===== src/rtl/fdd_track_loader.sv =====
// Floppy track-buffer controller: writes back a dirty resident track and loads the
// track under the head as SECS_PER_TRACK consecutive 512-byte SD blocks.
module fdd_track_loader #(
  parameter int unsigned SECS_PER_TRACK = 13,
  parameter int unsigned TRACK_W        = 6
) (
  input  logic               clk_sys,
  input  logic               reset_n,
  input  logic [TRACK_W-1:0] track,
  input  logic               img_mounted,
  input  logic               img_present,
  input  logic               img_readonly,
  input  logic               dirty_set,
  input  logic               sd_ack,
  output logic [31:0]        sd_lba,
  output logic               sd_rd,
  output logic               sd_wr,
  output logic [3:0]         track_sec,
  output logic               cpu_wait,
  output logic               busy
);

  localparam int unsigned LBA_W = 32;
  localparam int unsigned SEC_W = 4;
  localparam logic [SEC_W-1:0] LAST_SEC = SEC_W'(SECS_PER_TRACK - 1);

  typedef enum logic [1:0] {
    ST_IDLE  = 2'd0,
    ST_FLUSH = 2'd1,
    ST_LOAD  = 2'd2
  } state_t;

  state_t             state, state_n;
  logic [TRACK_W-1:0] cur_track, cur_track_n;
  logic               loaded, loaded_n;
  logic               dirty, dirty_n;
  logic               ro, ro_n;
  logic               old_ack;
  // rearm: issue the next block request one cycle after an ack fall
  logic               rearm, rearm_n;
  // acked: the outstanding request has seen its ack rise, so its fall is ours
  logic               acked, acked_n;
  logic [LBA_W-1:0]   sd_lba_n;
  logic               sd_rd_n, sd_wr_n;
  logic [SEC_W-1:0]   track_sec_n;
  logic               cpu_wait_n, busy_n;

  logic             ack_rise_c, ack_fall_c, trigger_c;
  logic [LBA_W-1:0] base_cur_c, base_trk_c;

  assign ack_rise_c = sd_ack & ~old_ack;
  assign ack_fall_c = ~sd_ack & old_ack;
  assign trigger_c  = img_present & (~loaded | (track != cur_track));
  assign base_cur_c = LBA_W'(SECS_PER_TRACK) * LBA_W'(cur_track);
  assign base_trk_c = LBA_W'(SECS_PER_TRACK) * LBA_W'(track);

  // State and registered outputs
  always_ff @(posedge clk_sys or negedge reset_n) begin
    if (!reset_n) begin
      state     <= ST_IDLE;
      cur_track <= '0;
      loaded    <= 1'b0;
      dirty     <= 1'b0;
      ro        <= 1'b0;
      old_ack   <= 1'b0;
      rearm     <= 1'b0;
      acked     <= 1'b0;
      sd_lba    <= '0;
      sd_rd     <= 1'b0;
      sd_wr     <= 1'b0;
      track_sec <= '0;
      cpu_wait  <= 1'b0;
      busy      <= 1'b0;
    end else begin
      state     <= state_n;
      cur_track <= cur_track_n;
      loaded    <= loaded_n;
      dirty     <= dirty_n;
      ro        <= ro_n;
      old_ack   <= sd_ack;
      rearm     <= rearm_n;
      acked     <= acked_n;
      sd_lba    <= sd_lba_n;
      sd_rd     <= sd_rd_n;
      sd_wr     <= sd_wr_n;
      track_sec <= track_sec_n;
      cpu_wait  <= cpu_wait_n;
      busy      <= busy_n;
    end
  end

  // Next-state and output logic
  always_comb begin
    state_n     = state;
    cur_track_n = cur_track;
    loaded_n    = loaded;
    dirty_n     = dirty;
    ro_n        = ro;
    rearm_n     = rearm;
    acked_n     = acked;
    sd_lba_n    = sd_lba;
    sd_rd_n     = sd_rd;
    sd_wr_n     = sd_wr;
    track_sec_n = track_sec;

    unique case (state)
      ST_IDLE: begin
        if (trigger_c) begin
          track_sec_n = '0;
          rearm_n     = 1'b0;
          acked_n     = 1'b0;
          if (dirty && loaded && !ro) begin
            state_n  = ST_FLUSH;
            sd_wr_n  = 1'b1;
            sd_lba_n = base_cur_c;
          end else begin
            state_n     = ST_LOAD;
            cur_track_n = track;
            dirty_n     = 1'b0;
            sd_rd_n     = 1'b1;
            sd_lba_n    = base_trk_c;
          end
        end
      end
      ST_FLUSH, ST_LOAD: begin
        if (rearm) begin
          rearm_n  = 1'b0;
          sd_lba_n = base_cur_c + LBA_W'(track_sec);
          if (state == ST_FLUSH) sd_wr_n = 1'b1;
          else                   sd_rd_n = 1'b1;
        end
        if (ack_rise_c && (sd_rd || sd_wr)) begin
          sd_rd_n = 1'b0;
          sd_wr_n = 1'b0;
          acked_n = 1'b1;
        end
        if (ack_fall_c && acked) begin
          acked_n = 1'b0;
          if (track_sec == LAST_SEC) begin
            track_sec_n = '0;
            if (state == ST_FLUSH) begin
              cur_track_n = track;
              dirty_n     = 1'b0;
              state_n     = ST_LOAD;
              rearm_n     = 1'b1;
            end else begin
              loaded_n = 1'b1;
              state_n  = ST_IDLE;
            end
          end else begin
            track_sec_n = track_sec + SEC_W'(1);
            rearm_n     = 1'b1;
          end
        end
      end
      default: state_n = ST_IDLE;
    endcase

    if (dirty_set) dirty_n = 1'b1;

    // A mount overrides everything else in the same cycle, including an abort.
    if (img_mounted) begin
      loaded_n    = 1'b0;
      dirty_n     = 1'b0;
      ro_n        = img_readonly;
      state_n     = ST_IDLE;
      cur_track_n = cur_track;
      sd_lba_n    = sd_lba;
      sd_rd_n     = 1'b0;
      sd_wr_n     = 1'b0;
      rearm_n     = 1'b0;
      acked_n     = 1'b0;
      track_sec_n = '0;
    end

    busy_n     = (state_n != ST_IDLE);
    cpu_wait_n = (state_n != ST_IDLE);
  end

endmodule


===== config.mk =====
export PLATFORM = sky130hd
export DESIGN_NAME = fdd_track_loader
export DESIGN_NICKNAME = d
export VERILOG_FILES = /design/src/rtl/fdd_track_loader.sv
export SDC_FILE = /design/constraint.sdc
export NUM_CORES = 1
export LEC_CHECK = 0
export ABC_AREA = 0
export CAP_MARGIN = 20
export CELL_PAD_IN_SITES_DETAIL_PLACEMENT = 0
export CELL_PAD_IN_SITES_GLOBAL_PLACEMENT = 1
export CORE_MARGIN = 2
export CORE_UTILIZATION = 46
export CTS_BUF_LIST = sky130_fd_sc_hd__clkbuf_2 sky130_fd_sc_hd__clkbuf_4 sky130_fd_sc_hd__clkbuf_8
export DETAILED_ROUTE_END_ITERATION = 10
export GPL_TIMING_DRIVEN = 0
export PLACE_DENSITY = 0.85
export SKIP_CTS_REPAIR_TIMING = 1
export SLEW_MARGIN = 20
export SYNTH_ARGS = -nofsm -noshare
export SYNTH_HDL_FRONTEND = slang
export SYNTH_SLANG_ARGS = --single-unit

===== constraint.sdc =====
create_clock -name clk_sys -period 8.35 [get_ports clk_sys]
set_input_delay 0.835 -clock clk_sys [delete_from_list [all_inputs] [get_ports clk_sys]]
set_output_delay 0.835 -clock clk_sys [all_outputs]
set_load 0.02 [all_outputs]

-- Word level (Yosys, flattened, before mapping)
Cells that the tools add are included.
- register bits after elaboration: 53
- bits of input ports: 13
- add/sub/neg operators: 2
- multipliers: 2
- equal/unequal tests: 24
- multiplexer cells: 58
- bitwise logic cells: 8
- reduce and logical (&&, ||, !) cells: 24
- operators by type and width (operator ; number):
    2-to-1 mux 32 bit ; 2
    case mux 32 bit (2 select lines) ; 1
    != test 4 bit (second input constant) ; 9
    2-to-1 mux 1 bit ; 31
    2-to-1 mux 6 bit ; 5
    multiplier 4 x 6 -> 10 bit (first input constant) ; 2
    2-to-1 mux 4 bit ; 4
    != test 2 bit (second input constant) ; 7
    2-to-1 mux 2 bit ; 6
    != test 3 bit (second input constant) ; 4
    case mux 6 bit (2 select lines) ; 1
    adder 10 x 4 -> 11 bit ; 1
    2-to-1 mux 10 bit ; 1
    case mux 1 bit (2 select lines) ; 5
    AND reduction 5 bit ; 2
    nonzero test 2 bit ; 5
    case mux 4 bit (2 select lines) ; 1
    AND reduction 4 bit ; 2
    AND reduction 7 bit ; 1
    != test 6 bit ; 1
    AND reduction 3 bit ; 2
    AND reduction 6 bit ; 1
    adder 4 x 1 -> 4 bit (second input constant) ; 1
    == test 4 bit (second input constant) ; 1
    14 further kinds ; 22

-- Depth between registers and ports, before layout
Gate-level depths: netlist (run 1).
- word-level depth: 7
- mapped depth: 11
- depth with buffers taken out: 11

-- Least setup slack after synthesis (run 1)
Ideal clock, no wire load.
- kind: input to register
- start: input track[1]
- end: register sd_lba[9]
- arrival: 3233 ps
- path slack: 4996 ps
- cell stages on the path: 11
- buffers on the path: 0
- path through: ha_1 > inv_1 > fa_1 > inv_1 > fa_1 > a211oi_1 > o21bai_1 > a21oi_1 > xnor2_1 > o311a_1 > a22o_1
- longest elaborated chain between the ends: 5
- elaborated cells on any way between the ends: 9
- ends and longest elaborated chain (what ; line ; text):
    start, declared ; 9 ; input logic [TRACK_W-1:0] track,
    parallel branches: the longest is 5 deep, another holds multiplier 4 x 6 -> 10 bit ; -- ;
    end signal, assigned ; 83 ; sd_lba <= sd_lba_n;
    end, declared ; 15 ; output logic [31:0] sd_lba,
Parallel ways; which one is timed is not known. The select of a mux whose other input is x is not followed.
A chain may end at the register's enable or synchronous reset.

-- Final worst setup path (run 1)
Ends and elaborated chain as after synthesis.

==> results by group, run 1 <==
Placed design
  • Post-Place Setup Slack: 4.192 ns
  • Input/output buffers: 31
  • Sum of net half-perimeters after detailed placement: 5690 um
  • Placer Congestion: 0.8501

Worst setup path
  • Setup slack on the worst flop-to-flop path: 4.87 ns
  • Category of the worst setup path launch point: primary input
  • Critical Path Fanout Max: 5
  • CP max-delay cell: sky130_fd_sc_hd__clkdlybuf4s50_1
  • Classification of the worst setup path: in -> reg
  • Critical path cell sequence: clkdlybuf4s50_1 > ha_1 > inv_1 > fa_1 > inv_1 > fa_1 > a211oi_1 > o21bai_1 > a21oi_1 > xnor2_1 > o311a_1 > a22o_1
  • Worst path max stage delay: 0.54 ns
  • Data required time at the worst endpoint: 8.53 ns
  • Worst r2r src: cur_track[1]
  • Arrival @ worst endpoint: 4.10 ns
  • Worst Reg-to-Reg Cells: 9
  • Reg-to-reg critical path endpoint: sd_lba[10]
  • Crit path capture type: flop

STA
  • Tightest Pin Transition: 0.5395 ns
  • Crit path time final: 3.917 ns
  • Share of the cycle needed by the critical path after routing: 0.4690
  • Max-Slew Margin vs Limit: 0.6378
  • Post-Route Skew: 0.003790 ns
  • Hold_ws: 0.3357 ns
  • Worst-case setup margin in the final layout: 4.433 ns
  • RSZ-0062 raised after global routing: no
  • Number of endpoints with negative hold slack in the final report: 0
  • Total setup violations reported at the end of the flow: 0
  • Summed negative setup slack over all endpoints: 0 ns
  • Max Slew Vio Count: 0
  • Maximum clock frequency: 255.3 MHz

Logic synthesis
  • Synth cell types: 70
  • Post-synthesis sequential area ratio: 0.2467
  • Proportion of register bits with asynchronous set or reset after synthesis: 1.000
  • Number of storage elements in the synthesis netlist: 32
  • Count of flip-flops with a built-in enable after synthesis: 0
  • Syn. warnings: 0
  • Cells after synthesis: 356
  • Synthesized area: 3246 um2
  • Average size of a mapped cell: 9.117 um2
  • Leading register cell type out of synthesis: sky130_fd_sc_hd__dfrtp_1

Power and ir drop
  • Internal Pwr Total: 0.0005866 W
  • Standby leakage power: 1.816 nW
  • Clk network pwr share: 0.158
  • Sequential share of power: 0.200
  • Sum of internal, switching and leakage power: 0.001059 W
  • Share of total power in combinational logic: 0.642
  • Max VDD drop: 100.2 uV
  • Sw Share: 0.4462
  • P_sw: 0.0004726 W
  • Power Dens Cells: 272.1 nW/um2

Run status
  • Outcome: finished clean

Clock network
  • Max H-tree Level: 2
  • Number of buffers on the longest clock path: 2
  • Buffer type at the clock tree root: sky130_fd_sc_hd__clkbuf_8
  • Insertion delay to the later sink of the worst-skew pair: 0.29 ns
  • # clock sinks: 32
  • Total clock buffers created by CTS: 5
  • Clock tree from TritonCTS: built
  • Clock transition at path regs: 0.07 ns

Detailed routing
  • Number of vias per cell: 5.197
  • Initial DRC count: 164
  • Highest routing layer actually used: met4
  • Number of vias in the routed layout: 2661
  • Drt pass-1 iters: 4
  • Metal1 wirelength: 3487 um
  • Number of antenna-violating nets in the routed design: 0
  • Amount of wire on met2 after detailed routing: 3303 um
  • Met3 wire length: 312 um
  • Routed wire length: 7174 um
  • Routed length per placed instance: 14.01 um
  • Post-route DRC: 0

Global route
  • Via count of the first global-routing pass: 2493
  • Maximum number of pins on one net before global-route repair: 31
  • First-pass GRT wire length: 12210 um
  • Initial antenna violation count: 0
  • Overall track demand over capacity in global routing: 0.2012
  • Overflow left after global routing: 0

Cells and area
  • # diodes: 0
  • Post-layout nets: 477
  • Fraction of final layout cells sized beyond drive strength 1: 0.1490
  • Leading cell type in the layout, fill and taps excluded: sky130_fd_sc_hd__ha_1
  • Filler cell count: 624
  • Top library cells by usage in the layout, fill and taps aside: sky130_fd_sc_hd__ha_1, sky130_fd_sc_hd__inv_1, sky130_fd_sc_hd__dfrtp_1
  • Share of the core filled with cells: 0.5729
  • Area growth, synth to finish: 19.93%

Floorplan
  • Die area: 7744 um2
  • Top Ports: 53
  • Horiz. Die Dim: 88 um
  • Die height: 88 um
  • Initial Utilization: 0.4777
  • Std-Cell Rows: 30
  • Std-Cell Core Area: 6794 um2

Min path
  • Class of the most critical hold timing path: in -> async

Flow run
  • Max capacitance violation total: 0
[logic make-up (layout without fill, tap and decap cells)]
family | Yosys count | in the layout | share of synthesized area
AOI/OAI and AO/OA | 87 | 87 | 0.2074
xor gates and xnor gates | 13 | 13 | 0.03508
adders and majority gates | 49 | 49 | 0.2051
buffers and inverters | 71 | 111 | 0.1087
DFF | 32 | 32 | 0.2467
muxes | 13 | 13 | 0.04703
other | 1 | 21 | 0.001155
and+or+nand+nor | 90 | 90 | 0.1488
[flip-flops by register name, indices dropped and copies added, names as in the netlist]
name / cells
sd_lba: 11
sd_wr: 1
cur_track: 6
old_ack: 1
busy: 1
track_sec: 4
loaded: 1
sd_rd: 1
acked: 1
rearm: 1
dirty: 1
state: 2
ro: 1
[layer usage]
layer  GRT usage  vias to the layer above
met5           0                        -
met4     0.04476                        0
met3     0.03582                        8
met2      0.3258                       61
met1      0.2811                     1259
li1            -                     1333
[how the worst max path moves through the flow]
stage / from / end / slack (ns) / cells past startpoint
finish: track[1] / sd_lba[9] / 4.43 / 12
CTS: track[1] / sd_lba[9] / 4.44 / 12
floorplan: track[1] / sd_lba[9] / 5.00 / 11
global placement: track[1] / sd_lba[9] / 4.21 / 12
global route: track[1] / sd_lba[9] / 4.28 / 12
detailed placement: track[1] / sd_lba[9] / 4.19 / 12
[stage by stage]
stage                     cells  area, um2
final                       512       3892
after detailed placement    504       3766
after floorplan             376       3321
after CTS                   512       3892
after global routing        512       3892
after global placement      503       3751
[synth_stat cells (all sizes together), types with 5 or more instances]
library cell / number / area share
ha: 42 / 0.16
inv: 39 / 0.045
dfrtp: 32 / 0.25
nor2: 28 / 0.032
buf: 26 / 0.057
a21oi: 25 / 0.041
nand2: 18 / 0.021
o21ai: 10 / 0.015
a211oi: 9 / 0.022
mux2: 9 / 0.035
xnor2: 9 / 0.024
nand2b: 8 / 0.015
fa: 7 / 0.043
nand3: 7 / 0.011
clkbuf: 6 / 0.0069
nor3: 5 / 0.0077
o211ai: 5 / 0.012
[critical path: cells and delay by family]
family	cells	cell delay [ns]
adder cells (fa/ha/maj)	3	1.31
buffers and inverters	3	0.66
AO/OA/AOI/OAI	5	1.17
XOR/XNOR	1	0.12
[power by group through the flow]
stage / Clock, W / Sequential, W / Combinational (W)
3_5_place_dp: 0 / 0.000215 / 0.000672
3_3_place_gp: 0 / 0.000214 / 0.000659
6_report: 0.000168 / 0.000212 / 0.000680
2_1_floorplan: 0 / 0.000234 / 0.000499
5_1_grt: 0.000177 / 0.000216 / 0.000764
4_1_cts: 0.000171 / 0.000212 / 0.000678
[layout make-up]
cell class	count	area, um2	share of cell area
multi-input combinational	273	2167	0.5567
sequential	32	800.8	0.2057
timing repair buffer	32	325.3	0.08357
buffer	32	206.4	0.05304
inverter	39	146.4	0.03761
tap	96	120.1	0.03086
clock buffer	7	96.34	0.02475
clock inverter	1	30.03	0.007715
(Power assumes the default switching activity.)
==> inputs of run 2 (changes only) <==
--- a/config.mk
+++ b/config.mk
@@ -10,11 +10,11 @@
 export CELL_PAD_IN_SITES_DETAIL_PLACEMENT = 0
 export CELL_PAD_IN_SITES_GLOBAL_PLACEMENT = 1
 export CORE_MARGIN = 2
-export CORE_UTILIZATION = 46
+export CORE_UTILIZATION = 38
 export CTS_BUF_LIST = sky130_fd_sc_hd__clkbuf_2 sky130_fd_sc_hd__clkbuf_4 sky130_fd_sc_hd__clkbuf_8
 export DETAILED_ROUTE_END_ITERATION = 10
 export GPL_TIMING_DRIVEN = 0
-export PLACE_DENSITY = 0.85
+export PLACE_DENSITY = 0.74
 export SKIP_CTS_REPAIR_TIMING = 1
 export SLEW_MARGIN = 20
 export SYNTH_ARGS = -nofsm -noshare
==> constraint.sdc (replaced) <==
create_clock -name clk_sys -period 3.2 [get_ports clk_sys]
set_input_delay 0.32 -clock clk_sys [delete_from_list [all_inputs] [get_ports clk_sys]]
set_output_delay 0.32 -clock clk_sys [all_outputs]
set_load 0.02 [all_outputs]
==> run 2 against run 1 <==
Effect of this change:
- hold slack gained 0.035 ns
- critical path depth decreased by 2
- sequential power grew to 2.6 times the previous value
- critical path type is now reg -> reg
- highest routed layer unchanged
==> results by group, run 2 (synthesis results as in run 1) <==
Worst setup path
  • Critical Path Fanout Max: 5 (unchanged)
  • Classification of the worst setup path: reg -> reg
  • Worst r2r src: cur_track[2]
  • Data required time at the worst endpoint: 3.38 ns (-5.15 ns)
  • Family with the most delay on the worst path: adder cells
  • Stages on the worst setup path: 10 (-2)
  • CP max-delay cell: sky130_fd_sc_hd__fa_1
  • Reg-to-reg critical path endpoint: sd_lba[9]
  • Worst path max stage delay: 0.53 ns (about the same)
  • Setup slack on the worst flop-to-flop path: 0.11 ns (-4.76 ns)
  • Arrival @ worst endpoint: 3.27 ns (-0.83 ns)
  • Critical path cell sequence: ha_4 > fa_1 > inv_1 > fa_2 > and2b_1 > o21ai_2 > a311oi_4 > nand3_1 > o311a_1 > a22o_1
  • Category of the worst setup path launch point: flop
  • Crit path capture type: flop
  • Buf/Inv on CP: 1 (-2)
  • Worst Reg-to-Reg Cells: 10 (+1)

Placed design
  • Placer Congestion: 0.7771 (-8.6%)
  • Input/output buffers: 31 (unchanged)
  • Sum of net half-perimeters after detailed placement: 5935 um (+4.3%)

Clock network
  • Clock tree from TritonCTS: built
  • Buffer type at the clock tree root: sky130_fd_sc_hd__clkbuf_8
  • Insertion delay to the later sink of the worst-skew pair: 0.29 ns (about the same)
  • Max H-tree Level: 2 (unchanged)
  • Total clock buffers created by CTS: 5 (unchanged)
  • # clock sinks: 32 (unchanged)
  • Number of buffers on the longest clock path: 2 (unchanged)
  • Clock transition at path regs: 0.07 ns (about the same)

Global route
  • Maximum number of pins on one net before global-route repair: 30 (-3.2%)
  • Via count of the first global-routing pass: 2510 (+0.68%)
  • Overall track demand over capacity in global routing: 0.1707 (-0.03054)
  • Overflow left after global routing: 0 (unchanged)
  • First-pass GRT wire length: 12190 um (-0.11%)
  • Initial antenna violation count: 0 (unchanged)

Detailed routing
  • Initial DRC count: 106 (-35%)
  • Number of vias per cell: 5.070 (-2.4%)
  • Routed length per placed instance: 14.48 um (+3.3%)
  • Drt pass-1 iters: 4 (unchanged)
  • Number of vias in the routed layout: 2677 (+0.60%)
  • Post-route DRC: 0 (unchanged)
  • Routed wire length: 7645 um (+6.6%)
  • Number of antenna-violating nets in the routed design: 0 (unchanged)

Power and ir drop
  • Internal Pwr Total: 0.001517 W (+160%)
  • Power Dens Cells: 705.8 nW/um2 (+160%)
  • Clk network pwr share: 0.110 (-0.048)
  • Sw Share: 0.4619 (+0.01574)
  • Share of total power in combinational logic: 0.695 (+0.053)
  • Standby leakage power: 1.886 nW (+3.8%)
  • Sequential share of power: 0.195 (-0.005)
  • P_sw: 0.001302 W (+180%)
  • Max VDD drop: 294.1 uV (+190%)

STA
  • Max-Slew Margin vs Limit: 0.6212 (-0.01658)
  • Total setup violations reported at the end of the flow: 0 (unchanged)
  • Share of the cycle needed by the critical path after routing: 0.9663
  • Post-Route Skew: 0.006021 ns (+0.002231 ns)
  • Number of endpoints with negative hold slack in the final report: 0 (unchanged)
  • Crit path time final: 3.092 ns
  • Summed negative setup slack over all endpoints: 0 ns (unchanged)
  • Max Slew Vio Count: 0 (unchanged)
  • Maximum clock frequency: 323.4 MHz
  • Tightest Pin Transition: 0.5640 ns (+0.02451 ns)
  • RSZ-0062 raised after global routing: no
  • Hold_ws: 0.3708 ns (+0.03512 ns)

Cells and area
  • Register area: 805.8 um2 (+0.63%)
  • Fraction of final layout cells sized beyond drive strength 1: 0.1868 (+0.03772)
  • Area growth, synth to finish: 23.05%
  • Flip-flop count of the largest register after layout: 11 (unchanged)
  • Area occupied by multi-input gates: 2222 um2 (+2.5%)
  • Post-layout nets: 485 (+1.7%)
  • # diodes: 0 (unchanged)
  • Top library cells by usage in the layout, fill and taps aside: sky130_fd_sc_hd__ha_1, sky130_fd_sc_hd__inv_1, sky130_fd_sc_hd__buf_4
  • Leading registers by flop count: sd_lba (11), cur_track (6), track_sec (4)
  • Filler cell count: 834 (+34%)
  • Largest reg by FF count: sd_lba
  • Leading cell type in the layout, fill and taps excluded: sky130_fd_sc_hd__ha_1
  • Share of the core filled with cells: 0.4836 (-0.08929)

Run status
  • Outcome: finished clean

Min path
  • Class of the most critical hold timing path: in -> async

Floorplan
  • Std-Cell Rows: 33 (+10%)
  • Initial Utilization: 0.3930 (-0.08469)
  • Std-Cell Core Area: 8258 um2 (+22%)
  • Die area: 9296 um2 (+20%)
  • Top Ports: 53 (unchanged)
  • Horiz. Die Dim: 96.42 um (+9.6%)
  • Die height: 96.42 um (+9.6%)

Flow run
  • Max capacitance violation total: 0 (unchanged)
==> run 2: cell types whose count changed in the layout (fill, tap and decap cells not counted), sizes merged <==
cell,change
buf,+7
clkdlybuf4s50,-5
dlymetal6s2s,+5
bufinv,-1
clkbuf,-1
clkinv,+1
dlygate4sd3,+1
==> run 2: how the worst max path moves through the flow <==
stage                       endpoint          from  slack [ns]
final                      sd_lba[9]  cur_track[2]        0.11
after CTS                 sd_lba[10]  cur_track[1]       -0.24
after detailed placement   sd_lba[9]      track[1]       -0.46
after global placement     sd_lba[9]      track[1]       -0.44
after floorplan           sd_lba[10]  cur_track[2]        0.11
after global routing       sd_lba[9]  cur_track[2]        0.02
==> run 2: power groups by stage <==
stage	Clock, W	Sequential (W)	Combinational, W
after floorplan	0	0.000610	0.00130
after global placement	0	0.000559	0.00174
after detailed placement	0	0.000563	0.00177
after CTS	0.000316	0.000555	0.00179
after global routing	0.000335	0.000563	0.00217
final	0.000309	0.000551	0.00196
==> run 2: final cells by class <==
cell class              instances  area share
plain buffers                  32     0.05169
clock buffers                   6     0.01911
clock inverters                 1    0.001253
inverters                      39     0.03665
multi-input cells             273      0.5564
flip-flops and latches         32      0.2018
well taps                     105     0.03289
repair buffers                 40      0.1003
==> run 2: stage by stage <==
step | instances | setup slack, ns | total power [W] | cell area, um2
floorplan | 376 | 0.1068 | 0.001911 | 3321
global placement | 512 | -0.4406 | 0.002294 | 3762
detailed placement | 513 | -0.4609 | 0.002333 | 3777
CTS | 520 | -0.2405 | 0.002662 | 3859
global route | 528 | 0.01673 | 0.003065 | 3994
finish | 528 | 0.1078 | 0.002819 | 3994
==> run 2: per-layer routing <==
layer	GRT usage	up-vias	share of wire
li1	-	1354	-
met1	0.2420	1254	0.49
met2	0.2697	61	0.46
met3	0.02948	8	0.041
met4	0.04343	0	0.014
met5	0	-	0
==> run 2: worst register-to-register path: stages, from the launching register on <==
cell	delay, ns
sky130_fd_sc_hd__dfrtp_2	0.45
sky130_fd_sc_hd__ha_4	0.26
sky130_fd_sc_hd__fa_1	0.53
sky130_fd_sc_hd__inv_1	0.07
sky130_fd_sc_hd__fa_2	0.40
sky130_fd_sc_hd__and2b_1	0.26
sky130_fd_sc_hd__o21ai_2	0.09
sky130_fd_sc_hd__a311oi_4	0.39
sky130_fd_sc_hd__nand3_1	0.13
sky130_fd_sc_hd__o311a_1	0.19
sky130_fd_sc_hd__a22o_1	0.20
==> inputs of run 3 (changes only) <==
--- a/config.mk
+++ b/config.mk
@@ -12,9 +12,11 @@
 export CORE_MARGIN = 2
 export CORE_UTILIZATION = 38
 export CTS_BUF_LIST = sky130_fd_sc_hd__clkbuf_2 sky130_fd_sc_hd__clkbuf_4 sky130_fd_sc_hd__clkbuf_8
+export CTS_CLUSTER_DIAMETER = 80
 export DETAILED_ROUTE_END_ITERATION = 10
 export GPL_TIMING_DRIVEN = 0
 export PLACE_DENSITY = 0.74
+export SETUP_SLACK_MARGIN = 0.1
 export SKIP_CTS_REPAIR_TIMING = 1
 export SLEW_MARGIN = 20
 export SYNTH_ARGS = -nofsm -noshare
==> run 3 against run 2 <==
Effect of this change:
- first-iteration DRC count up 13%
- global-route usage is the same
- largest cell class unchanged
- critical path type unchanged
- critical path depth fell by 1
- setup slack better by 0.063 ns
- sequential power barely moved
==> results by group, run 3 (synthesis results as in run 1) <==
Run status
  • Outcome: finished clean

Power and ir drop
  • Power Dens Cells: 722.4 nW/um2 (+2.4%)
  • Max VDD drop: 336.9 uV (+15%)
  • Standby leakage power: 1.903 nW (+0.91%)

Worst setup path
  • Classification of the worst setup path: reg -> reg
  • CP max-delay cell: sky130_fd_sc_hd__dfrtp_2
  • Worst path max stage delay: 0.47 ns (-0.06 ns)
  • Crit path capture type: flop
  • Category of the worst setup path launch point: flop
  • Buf/Inv on CP: 0 (-1)
  • Family with the most delay on the worst path: adder cells
  • Critical path cell sequence: ha_4 > fa_1 > ha_1 > a211oi_2 > nor2_1 > nor4b_2 > xnor2_1 > a21oi_1 > mux2_4
  • Critical Path Fanout Max: 5 (unchanged)
  • Arrival @ worst endpoint: 3.20 ns (-0.07 ns)
  • Data required time at the worst endpoint: 3.37 ns (about the same)

Floorplan
  • Horiz. Die Dim: 96.42 um (unchanged)
  • Top Ports: 53 (unchanged)
  • Std-Cell Core Area: 8258 um2 (unchanged)
  • Initial Utilization: 0.3930 (unchanged)
  • Die height: 96.42 um (unchanged)
  • Std-Cell Rows: 33 (unchanged)
  • Die area: 9296 um2 (unchanged)

Clock network
  • Insertion delay to the later sink of the worst-skew pair: 0.29 ns (about the same)
  • Clock tree from TritonCTS: built
  • Buffer type at the clock tree root: sky130_fd_sc_hd__clkbuf_8
  • Total clock buffers created by CTS: 5 (unchanged)
  • # clock sinks: 32 (unchanged)
  • Max H-tree Level: 2 (unchanged)
  • Clock transition at path regs: 0.06 ns (about the same)
  • Number of buffers on the longest clock path: 2 (unchanged)

Cells and area
  • Fraction of final layout cells sized beyond drive strength 1: 0.2084 (+0.02167)
  • Flip-flop count of the largest register after layout: 11 (unchanged)
  • Area growth, synth to finish: 24.79%
  • Top library cells by usage in the layout, fill and taps aside: sky130_fd_sc_hd__ha_1, sky130_fd_sc_hd__inv_1, sky130_fd_sc_hd__buf_4
  • Post-layout nets: 489 (+0.82%)
  • Leading cell type in the layout, fill and taps excluded: sky130_fd_sc_hd__ha_1
  • Share of the core filled with cells: 0.4905 (+0.006819)
  • Leading registers by flop count: sd_lba (11), cur_track (6), track_sec (4)
  • Largest reg by FF count: sd_lba
  • # diodes: 0 (unchanged)

STA
  • Share of the cycle needed by the critical path after routing: 0.9466 (-0.01969)
  • Number of endpoints with negative hold slack in the final report: 0 (unchanged)
  • Crit path time final: 3.029 ns (-0.06301 ns)
  • Maximum clock frequency: 330.1 MHz (+2.1%)
  • Post-Route Skew: 0.006422 ns (+0.0004010 ns)
  • RSZ-0062 raised after global routing: yes
  • Max-Slew Margin vs Limit: 0.6035 (-0.01771)
  • Tightest Pin Transition: 0.5948 ns (+0.03080 ns)
  • Total setup violations reported at the end of the flow: 0 (unchanged)
  • Worst-case setup margin in the final layout: 0.1708 ns (+0.06301 ns)
  • Max Slew Vio Count: 0 (unchanged)

Global route
  • Overflow left after global routing: 0 (unchanged)
  • Via count of the first global-routing pass: 2510 (unchanged)
  • Maximum number of pins on one net before global-route repair: 30 (unchanged)
  • First-pass GRT wire length: 12190 um (unchanged)
  • Initial antenna violation count: 0 (unchanged)
  • Overall track demand over capacity in global routing: 0.1707 (unchanged)

Placed design
  • Placer Congestion: 0.7771 (unchanged)
  • Input/output buffers: 31 (unchanged)
  • Sum of net half-perimeters after detailed placement: 5935 um (unchanged)
  • Post-Place Setup Slack: -0.4609 ns (unchanged)

Min path
  • Class of the most critical hold timing path: in -> async

Detailed routing
  • Post-route DRC: 0 (unchanged)
  • Met3 wire length: 346 um (+9.5%)
  • Initial DRC count: 120 (+13%)
  • Highest routing layer actually used: met4
  • Routed length per placed instance: 14.47 um (about the same)
  • Number of vias per cell: 5.088 (+0.36%)
  • Number of vias in the routed layout: 2707 (+1.1%)
  • Drt pass-1 iters: 7 (+3)
  • Number of antenna-violating nets in the routed design: 0 (unchanged)
  • Amount of wire on met2 after detailed routing: 3537 um (+1.4%)
  • Routed wire length: 7697 um (+0.68%)
  • Metal1 wirelength: 3716 um (-0.54%)

Flow run
  • Max capacitance violation total: 0 (unchanged)
run 3: cell types whose count changed in the layout (fill, tap and decap cells not counted), sizes merged:
cell and delta:
buf +4
run 3: area by class of cell:
cell class                 count  area (um2)
buffer                        32       206.4
clock buffer                   6       76.32
clock inverter                 1       5.005
fill                         825        4208
inverter                      39       146.4
multi-input combinational    273        2248
sequential                    32       805.8
tap                          105       131.4
timing repair buffer          44       430.4
run 3: layer usage:
layer | global-route usage | vias up
met1 | 0.2420 | 1273
met5 | 0 | -
met4 | 0.04343 | 0
li1 | - | 1355
met3 | 0.02948 | 8
met2 | 0.2697 | 71
run 3: worst paths after layout:
kind | startpoint | to | slack [ns] | depth (start not counted)
min | reset_n | sd_lba[10] | 0.37 | 2
max | cur_track[2] | sd_lba[7] | 0.17 | 9
max reg2reg | cur_track[2] | sd_lba[7] | 0.17 | 9
min reg2reg | sd_lba[4] | sd_lba[4] | 0.49 | 2
max in group asynchronous | reset_n | cur_track[1] | 2.45 | 3
min in group clk_sys | track[2] | cur_track[2] | 0.45 | 2
run 3: worst register-to-register path: stages, from the launching register on:
cell,delay (ns)
sky130_fd_sc_hd__dfrtp_2,0.47
sky130_fd_sc_hd__ha_4,0.29
sky130_fd_sc_hd__fa_1,0.44
sky130_fd_sc_hd__ha_1,0.33
sky130_fd_sc_hd__a211oi_2,0.30
sky130_fd_sc_hd__nor2_1,0.17
sky130_fd_sc_hd__nor4b_2,0.37
sky130_fd_sc_hd__xnor2_1,0.16
sky130_fd_sc_hd__a21oi_1,0.10
sky130_fd_sc_hd__mux2_4,0.28
run 3: power by group:
group | total [W] | leakage (nW) | switching, W | internal, W
Combinational | 0.00207 | 1.46 | 0.00110 | 0.000962
Clock | 0.000307 | 0.0445 | 0.000150 | 0.000156
Sequential | 0.000553 | 0.400 | 0.0000691 | 0.000484
run 3: stage by stage:
stage / cell area (um2) / power, W / setup TNS, ns / cells / hold slack (ns)
6_report: 4050 / 0.002926 / 0 / 532 / 0.3712
5_1_grt: 4050 / 0.003183 / 0 / 532 / 0.3801
4_1_cts: 3859 / 0.002662 / -0.7547 / 520 / -0.1651
3_5_place_dp: 3777 / 0.002333 / -1.362 / 513 / 0.1381
3_3_place_gp: 3762 / 0.002294 / -1.110 / 512 / 0.4771
2_1_floorplan: 3321 / 0.001911 / 0 / 376 / 0.02441
